[src/rtl/amber_wb_pkg.sv]
`default_nettype none
// ============================================================================
// Module      : amber_wb_pkg
// Description : Shared types and constants for the Amber Wishbone arbiter.
// Revision    : 1.0 - initial release
// ============================================================================
package amber_wb_pkg;

    localparam int WB_ADR_W = 32;
    localparam int WB_DAT_W = 128;
    localparam int WB_SEL_W = 16;

    // Default number of ack-less bus cycles before the arbiter forces an error
    localparam int DEFAULT_TIMEOUT = 255;

    typedef enum logic [0:0] {
        ARB_IDLE = 1'b0,
        ARB_BUS  = 1'b1
    } arb_state_t;

    typedef logic [0:0] master_id_t;

    localparam master_id_t c_MASTER_M0 = 1'b0;
    localparam master_id_t c_MASTER_M1 = 1'b1;

endpackage
`default_nettype wire

[src/rtl/amber_wb_rr_grant.sv]
`default_nettype none
// ============================================================================
// Module      : amber_wb_rr_grant
// Description : Combinational two-way round-robin picker. A lone request wins
//               outright; on a tie the master not granted last time wins.
// Revision    : 1.0 - initial release
// ============================================================================
module amber_wb_rr_grant
    import amber_wb_pkg::*;
(
    input  logic       i_req0,
    input  logic       i_req1,
    input  logic [0:0] i_last,
    output logic [0:0] o_winner,
    output logic       o_valid
);

    // Pick the winner; default to m0 so the output is defined with no request
    always_comb begin
        o_winner = c_MASTER_M0;
        o_valid  = i_req0 | i_req1;
        if (i_req0 && i_req1) begin
            o_winner = (i_last == c_MASTER_M0) ? c_MASTER_M1 : c_MASTER_M0;
        end else if (i_req1) begin
            o_winner = c_MASTER_M1;
        end
    end

endmodule
`default_nettype wire

[src/rtl/amber_wb_arbiter.sv]
`default_nettype none
// ============================================================================
// Module      : amber_wb_arbiter
// Description : Shares the single 128-bit Wishbone master port between the
//               instruction-fetch unit (m0) and the load/store unit (m1).
//               Round-robin grant, registered bus request, combinational
//               response steering and a saturating bus-timeout counter.
// Revision    : 1.0 - initial release
// ============================================================================
module amber_wb_arbiter
    import amber_wb_pkg::*;
#(
    parameter int TIMEOUT  = DEFAULT_TIMEOUT,
    parameter int M0_FIRST = 1
) (
    input  logic           i_clk,
    input  logic           i_rst,

    input  logic           i_m0_req,
    input  logic [31:0]    i_m0_adr,
    input  logic [15:0]    i_m0_sel,
    input  logic           i_m0_we,
    input  logic [127:0]   i_m0_dat,
    output logic           o_m0_ack,
    output logic           o_m0_err,
    output logic [127:0]   o_m0_rdat,

    input  logic           i_m1_req,
    input  logic [31:0]    i_m1_adr,
    input  logic [15:0]    i_m1_sel,
    input  logic           i_m1_we,
    input  logic [127:0]   i_m1_dat,
    output logic           o_m1_ack,
    output logic           o_m1_err,
    output logic [127:0]   o_m1_rdat,

    output logic [31:0]    o_wb_adr,
    output logic [15:0]    o_wb_sel,
    output logic           o_wb_we,
    output logic [127:0]   o_wb_dat,
    output logic           o_wb_cyc,
    output logic           o_wb_stb,
    input  logic [127:0]   i_wb_dat,
    input  logic           i_wb_ack,
    input  logic           i_wb_err
);

    localparam int                 c_CNT_W    = $clog2(TIMEOUT + 1);
    localparam logic [c_CNT_W-1:0] c_TO_LAST  = c_CNT_W'(TIMEOUT - 1);
    localparam logic [c_CNT_W-1:0] c_CNT_MAX  = '1;
    // Pointing at m1 after reset makes m0 win the first tie
    localparam master_id_t         c_LAST_RST = (M0_FIRST != 0) ? c_MASTER_M1 : c_MASTER_M0;

    arb_state_t             r_state;
    arb_state_t             w_next_state;
    master_id_t             r_owner;
    master_id_t             r_last;
    logic [c_CNT_W-1:0]     r_cnt;

    logic [WB_ADR_W-1:0]    r_adr;
    logic [WB_SEL_W-1:0]    r_sel;
    logic                   r_we;
    logic [WB_DAT_W-1:0]    r_dat;
    logic                   r_cyc;

    logic [0:0]             w_winner;
    logic                   w_valid;
    logic                   w_in_bus;
    logic                   w_win;
    logic                   w_timeout_hit;
    logic                   w_done;
    logic                   w_live;
    logic                   w_own0;
    logic                   w_own1;

    logic [WB_ADR_W-1:0]    w_req_adr;
    logic [WB_SEL_W-1:0]    w_req_sel;
    logic                   w_req_we;
    logic [WB_DAT_W-1:0]    w_req_dat;

    amber_wb_rr_grant u_rr_grant (
        .i_req0   (i_m0_req),
        .i_req1   (i_m1_req),
        .i_last   (r_last),
        .o_winner (w_winner),
        .o_valid  (w_valid)
    );

    // Cycle-level status: a win in IDLE, a timeout, and end of the bus cycle
    always_comb begin
        w_in_bus      = (r_state == ARB_BUS);
        w_win         = (r_state == ARB_IDLE) && w_valid;
        // Ack or err in the final counted cycle takes precedence over timeout
        w_timeout_hit = w_in_bus && (r_cnt == c_TO_LAST) && !i_wb_ack && !i_wb_err;
        w_done        = w_in_bus && (i_wb_ack || i_wb_err || w_timeout_hit);
    end

    // Select the winning master's request fields for registering
    always_comb begin
        w_req_adr = i_m0_adr;
        w_req_sel = i_m0_sel;
        w_req_we  = i_m0_we;
        w_req_dat = i_m0_dat;
        if (w_winner == c_MASTER_M1) begin
            w_req_adr = i_m1_adr;
            w_req_sel = i_m1_sel;
            w_req_we  = i_m1_we;
            w_req_dat = i_m1_dat;
        end
    end

    // State register
    always_ff @(posedge i_clk) begin
        if (i_rst) begin
            r_state <= ARB_IDLE;
        end else begin
            r_state <= w_next_state;
        end
    end

    // Next-state logic: requests are only looked at in IDLE
    always_comb begin
        w_next_state = r_state;
        case (r_state)
            ARB_IDLE: if (w_valid) w_next_state = ARB_BUS;
            ARB_BUS:  if (w_done)  w_next_state = ARB_IDLE;
            default:  w_next_state = ARB_IDLE;
        endcase
    end

    // Bus request registers: loaded on a win, held otherwise; cyc/stb drop at end
    always_ff @(posedge i_clk) begin
        if (i_rst) begin
            r_adr <= '0;
            r_sel <= '0;
            r_we  <= 1'b0;
            r_dat <= '0;
            r_cyc <= 1'b0;
        end else if (w_win) begin
            r_adr <= w_req_adr;
            r_sel <= w_req_sel;
            r_we  <= w_req_we;
            r_dat <= w_req_dat;
            r_cyc <= 1'b1;
        end else if (w_done) begin
            r_cyc <= 1'b0;
        end
    end

    // Owner is captured on a win; the fairness pointer moves when the cycle ends
    always_ff @(posedge i_clk) begin
        if (i_rst) begin
            r_owner <= c_MASTER_M0;
            r_last  <= c_LAST_RST;
        end else begin
            if (w_win) begin
                r_owner <= w_winner;
            end
            if (w_done) begin
                r_last <= r_owner;
            end
        end
    end

    // Timeout counter: cleared on a win, counts ack-less bus cycles, saturates
    always_ff @(posedge i_clk) begin
        if (i_rst || w_win) begin
            r_cnt <= '0;
        end else if (w_in_bus && !w_done && (r_cnt != c_CNT_MAX)) begin
            r_cnt <= r_cnt + c_CNT_W'(1);
        end
    end

    // Response steering: only the owner sees the slave, and never while in reset
    always_comb begin
        w_live    = w_in_bus && !i_rst;
        w_own0    = w_live && (r_owner == c_MASTER_M0);
        w_own1    = w_live && (r_owner == c_MASTER_M1);
        o_m0_ack  = w_own0 && i_wb_ack && !i_wb_err;
        o_m0_err  = w_own0 && (i_wb_err || w_timeout_hit);
        o_m0_rdat = w_own0 ? i_wb_dat : '0;
        o_m1_ack  = w_own1 && i_wb_ack && !i_wb_err;
        o_m1_err  = w_own1 && (i_wb_err || w_timeout_hit);
        o_m1_rdat = w_own1 ? i_wb_dat : '0;
    end

    assign o_wb_adr = r_adr;
    assign o_wb_sel = r_sel;
    assign o_wb_we  = r_we;
    assign o_wb_dat = r_dat;
    assign o_wb_cyc = r_cyc;
    assign o_wb_stb = r_cyc;

endmodule
`default_nettype wire

[config.mk]
export PLATFORM = sky130hd
export DESIGN_NAME = amber_wb_arbiter
export DESIGN_NICKNAME = d
export VERILOG_FILES = /design/src/rtl/amber_wb_pkg.sv /design/src/rtl/amber_wb_rr_grant.sv /design/src/rtl/amber_wb_arbiter.sv
export SDC_FILE = /design/constraint.sdc
export NUM_CORES = 1
export LEC_CHECK = 0
export CAP_MARGIN = 40
export CORE_AREA = 4 4 356 358
export DETAILED_ROUTE_END_ITERATION = 7
export DIE_AREA = 0 0 360 362
export MAX_ROUTING_LAYER = met4
export PLACE_DENSITY = 0.3
export SLEW_MARGIN = 5
export SYNTH_ARGS = -nofsm -noshare
export SYNTH_HDL_FRONTEND = slang
export SYNTH_SLANG_ARGS = --single-unit
[constraint.sdc]
create_clock -name i_clk -period 1.81 [get_ports i_clk]
set_input_delay 0.362 -clock i_clk [delete_from_list [all_inputs] [get_ports i_clk]]
set_output_delay 0.362 -clock i_clk [all_outputs]
set_load 0.05 [all_outputs]
Word-level counts from Yosys, hierarchy flattened

Index checks and enable logic that the tools add are counted.

Register bits after elaboration: 189
Latch bits: 0
RAM bits: 0
Memory bits (read-only): 0
Bits of input ports: 488
Memories: 0

$add $sub $neg: 1
Multipliers: 0
Divide/modulo/power cells: 0
Order comparisons: 0
Equality and inequality tests: 2
Shift operators: 0
Mux-type cells: 14
Bitwise logic cells: 3
Reduce and logical (&&, ||, !) cells: 26

Operators with widths:

| kind                                         | count |
|---|---|
| two-way mux 128 bit                          | 3 |
| two-way mux 32 bit                           | 1 |
| logical AND 1 bit                            | 17 |
| two-way mux 16 bit                           | 1 |
| adder 8 x 1 -> 8 bit, second input constant  | 1 |
| == test 8 bit, second input constant         | 1 |
| two-way mux 1 bit                            | 8 |
| inequality test 8 bit, second input constant | 1 |
| logical NOT 1 bit                            | 4 |
| logical OR 1 bit                             | 4 |
| NOT 1 bit                                    | 2 |
| case mux 1 bit (2 select lines)              | 1 |
| nonzero test 2 bit                           | 1 |
| OR 1 bit                                     | 1 |

Logic depth before layout (Yosys ltp)

Word-level depth: 9
Mapped depth: 6
Mapped depth without buffers: 5

Hierarchy

A second synthesis with hierarchy kept.

Cell total of the unflattened synthesis: 1133
Area total of the unflattened synthesis: 9615.5 um2

Modules (own cells, without submodules):

| module            | instances | cells each | area each (um2) |
|---|---|---|---|
| amber_wb_arbiter  | 1         | 1131       | 9601.7 |
| amber_wb_rr_grant | 1         | 2          | 13.8 |

Least setup slack after synthesis

OpenSTA, ideal clock, no wires.

Kind: input to output
From: input port i_rst
To: output port o_m1_err
Data arrival time: 1.585 ns
Data required time: 1.448 ns
Path slack: -0.137 ns
Cell stages on the path: 4
Path buffers: 1
Path through: inv_2 > and3_1 > clkbuf_1 > nor2b_1

Word-level cells in the longest chain between the ends: 4

RTL lines:

| item               | RTL line                | source |
|---|---|---|
| start: declaration | amber_wb_arbiter.sv:17  | `input logic i_rst,` |
| logical NOT 1 bit  | amber_wb_arbiter.sv:176 | `w_live = w_in_bus && !i_rst;` |
| logical AND 1 bit  | amber_wb_arbiter.sv:176 |  |
| logical AND 1 bit  | amber_wb_arbiter.sv:178 | `w_own1 = w_live && (r_owner == c_MASTER_M1);` |
| logical AND 1 bit  | amber_wb_arbiter.sv:183 | `o_m1_err = w_own1 && (i_wb_err \|\| w_timeout_hit);` |
| end: declaration   | amber_wb_arbiter.sv:34  | `output logic o_m1_err,` |

Every way passes these cells.

Final worst setup path

From: register r_owner
To: output port o_m1_rdat[33]

Word-level cells in the longest chain between the ends: 2

RTL lines:

| item                     | RTL line                | source |
|---|---|---|
| start: declaration       | amber_wb_arbiter.sv:56  | `master_id_t r_owner;` |
| start signal: assignment | amber_wb_arbiter.sv:153 | `r_owner <= c_MASTER_M0;` |
| start signal: assignment | amber_wb_arbiter.sv:157 | `r_owner <= w_winner;` |
| logical AND 1 bit        | amber_wb_arbiter.sv:178 |  |
| two-way mux 128 bit      | amber_wb_arbiter.sv:184 | `o_m1_rdat = w_own1 ? i_wb_dat : '0;` |
| end: declaration         | amber_wb_arbiter.sv:35  | `output logic [127:0] o_m1_rdat,` |

Every way passes these cells.

==> impl_metrics.py <==
metrics = {
    "outcome": {
        "outcome": "finished, violations left",
        "violations": "negative setup slack",
    },
    "sta": {
        "worst_pin_slew_ns": 0.549,
        "hold_slack_ns": 0.412,
        "fin_crit_sh_pct": 122,
        "rsz0062_at_grt": "yes",
        "setup_viol": 260,
        "slew_viol_final": 0,
        "period_minus_slack_ns": 2.21,
        "setup_ws_ns": -0.396,
        "timing.fmax_mhz": 453,
        "clock_skew_ns": 0.0211,
        "maxSlewHeadroom_pct": 63.3,
        "tns_ns": -84.84,
        "hold_viol": 0,
    },
    "route": {
        "routed.top_layer": "met4",
        "drtIter0Drc": 343,
        "wl_met3_um": 5700,
        "dr_wl_met2_um": 46000,
        "routed_wl_um": 86500,
        "vias_per_cell": 3.20,
        "vias": 11500,
        "drt-pass1-iter-count": 4,
        "antenna_left": 0,
        "drcViolationCount": 0,
        "routedWlPerCell_um": 24.0,
        "wl_met1_um": 33400,
    },
    "critical_path": {
        "critPathKind": "reg -> out",
        "crit_path_top_delay_cell": "dfxtp_4",
        "r2r_start": "r_state",
        "cp.required_ns": 1.45,
        "path_delay_family": "buffers and inverters",
        "cp_max_fo": 8,
        "reg2reg_to": "o_wb_dat[74]",
        "ff2ff_path_depth": 7,
        "cp-endpoint": "o_m1_rdat[33]",
        "startpoint": "r_owner",
        "cp_num_buf_inv": 4,
        "cp_num_cells": 6,
        "worstPathCellList": "and3_4 -> buf_12 -> buf_8 -> clkbuf_16 -> and2_4 -> buf_12",
        "endpoint_kind": "output port",
        "arrival_ns": 1.84,
        "startpoint_type": "flip-flop",
        "ff2ff_setup_slack_ns": 0.19,
        "crit_top_cell": "buf_12",
        "critical-path-max-stage-delay_ns": 0.38,
    },
    "power": {
        "irDropWorstVdd_v": 0.000641,
        "leakage_nw": 10.1,
        "p_per_area_nw_per_um2": 599,
        "finalPower_mw": 15.5,
    },
    "logic_synthesis": {
        "synth_enable_flop_cells": 0,
        "ys_types": 39,
        "ys_ff_latch": 189,
        "yosysTopAreaCell": "dfxtp_1",
        "avgSynthCellArea_um2": 10.2,
        "async_flop_share_pct": 0,
        "synth_warnings": 0,
        "synthFlopType": "dfxtp_1",
        "synth_cells": 953,
        "seq_area_frac_synth_pct": 38.8,
        "synth_area_leaders": "dfxtp_1 39%, mux2i_1 18%, and2_1 17%",
        "synth.cell_area_um2": 9760,
        "synth_top_area_share_pct": 38.8,
        "syn_nets": 1443,
    },
    "layout": {
        "layout.cells.non_filler": 3607,
        "fillCellCount": 13400,
        "layout.nets": 2436,
        "drive_gt1_share_pct": 45.6,
        "final_cell_mix": "486 x clkdlybuf4s50_1, 303 x buf_12, 247 x buf_4",
        "area_delta_synth_final_pct": 165,
        "layout_commonest_cell": "clkdlybuf4s50_1",
        "final_util_pct": 21.0,
    },
    "floorplanning": {
        "die_area_um2": 130000,
        "die_h_um": 362,
        "core_um2": 123000,
        "num_rows": 129,
        "initial_utilization_pct": 7.92,
        "io_pins": 927,
        "die-width_um": 360,
    },
    "global_route": {
        "antenna_found_initial": 12,
        "track_usage_pct": 12.9,
        "grt_pass1_vias": 12500,
        "grt_max_degree": 57,
        "grt_pass1_wl_um": 112000,
        "overflow": 0,
    },
    "placement": {
        "dpl.hpwl_um": 72600,
        "port_buffers": 926,
        "gp_congestion": 0.870,
        "dp_cells": 3530,
    },
    "clock_tree": {
        "cts_tree": "yes",
        "clk_pin_slew_ns": 0.08,
        "htree_levels": 4,
        "cts_buffers": 17,
        "hold_buffers": 0,
        "cts-root-buf": "clkbuf_16",
        "clk-insertion-delay-late_ns": 0.51,
        "cts_buffer_depth": 2,
        "cts_sinks": 189,
    },
    "run": {
        "cap_violations": 0,
    },
    "worst_hold_path": {
        "hp-class": "in -> reg",
    },
}
## how the worst min path moves through the flow
stage,start,end,slack [ns],depth (start not counted)
floorplan,r_cnt[1],r_cnt[1],0.47,2
global placement,o_wb_dat[109],o_wb_dat[109],0.44,1
detailed placement,o_wb_dat[52],o_wb_dat[52],0.45,1
CTS,i_m0_dat[40],o_wb_dat[40],0.41,3
global route,i_rst,r_last,0.41,4
finish,i_rst,r_last,0.41,4
## cell type report
type / instances / area [um2] / share of cell area (%)
Multi-Input combinational cell: 673 / 6070 / 23.4
Tap cell: 1637 / 2050 / 7.91
Antenna cell: 11 / 27.5 / 0.106
Sequential cell: 189 / 3800 / 14.7
Clock buffer: 18 / 429 / 1.66
Clock inverter: 14 / 198 / 0.764
Inverter: 3 / 11.3 / 0.0435
Timing Repair Buffer: 1062 / 13300 / 51.4
## logic make-up after synthesis
logic type,Yosys count,synth area share (%)
adders and majority gates,2,0.256
buffers and inverters,91,5.63
DFF,189,38.8
muxes,179,18.4
AOI/OAI and AO/OA,202,18.4
and+or+nand+nor,290,18.6
## synth_stat cells, types with 3 or more instances
cell,count
a211oi_1,3
a31oi_1,3
a41oi_1,3
and2_1,258
and3_1,4
and4_1,3
buf_2,13
buf_4,18
buf_6,15
clkbuf_1,41
dfxtp_1,189
mux2i_1,179
nand2_1,6
nor2_1,4
nor2b_1,4
o21ai_0,4
o2bb2ai_1,167
o2bb2ai_2,10
## per-layer routing
metal  GRT usage [%]  vias up
met3            4.03       38
met4            2.72        0
li1                -     5461
met1            13.6     5544
met5               -        -
met2            23.5      485
## registers in the layout, indices dropped and copies added, names as in the netlist
name	flops
o_wb_sel	16
o_wb_cyc	1
o_wb_dat	128
r_owner	1
o_wb_adr	32
o_wb_we	1
r_cnt	8
r_last	1
r_state	1
## through the flow
step,setup WS (ns),cell area [um2]
2_1_floorplan,0.0968,10000
6_report,-0.396,25900
5_1_grt,-0.500,25900
3_3_place_gp,-0.610,24200
4_1_cts,-0.490,25500
3_5_place_dp,-0.606,24200
## where the power goes
group	internal, mW	switching (mW)
clock network	2.12	2.14
registers	4.54	0.238
logic	2.90	3.58
## tightest hold or removal path, stage by stage
cell,delay [ns]
clkbuf_2,0.20
buf_4,0.16
nor2_1,0.04
mux2i_1,0.11
## repair_timing
item	in CTS	in global routing
gates cloned	9	9
pin swaps	39	38
gates resized for setup	156	89
setup endpoints to repair	260	260
buffers inserted	14	7
Note: power is estimated with default switching activity, not from simulation.
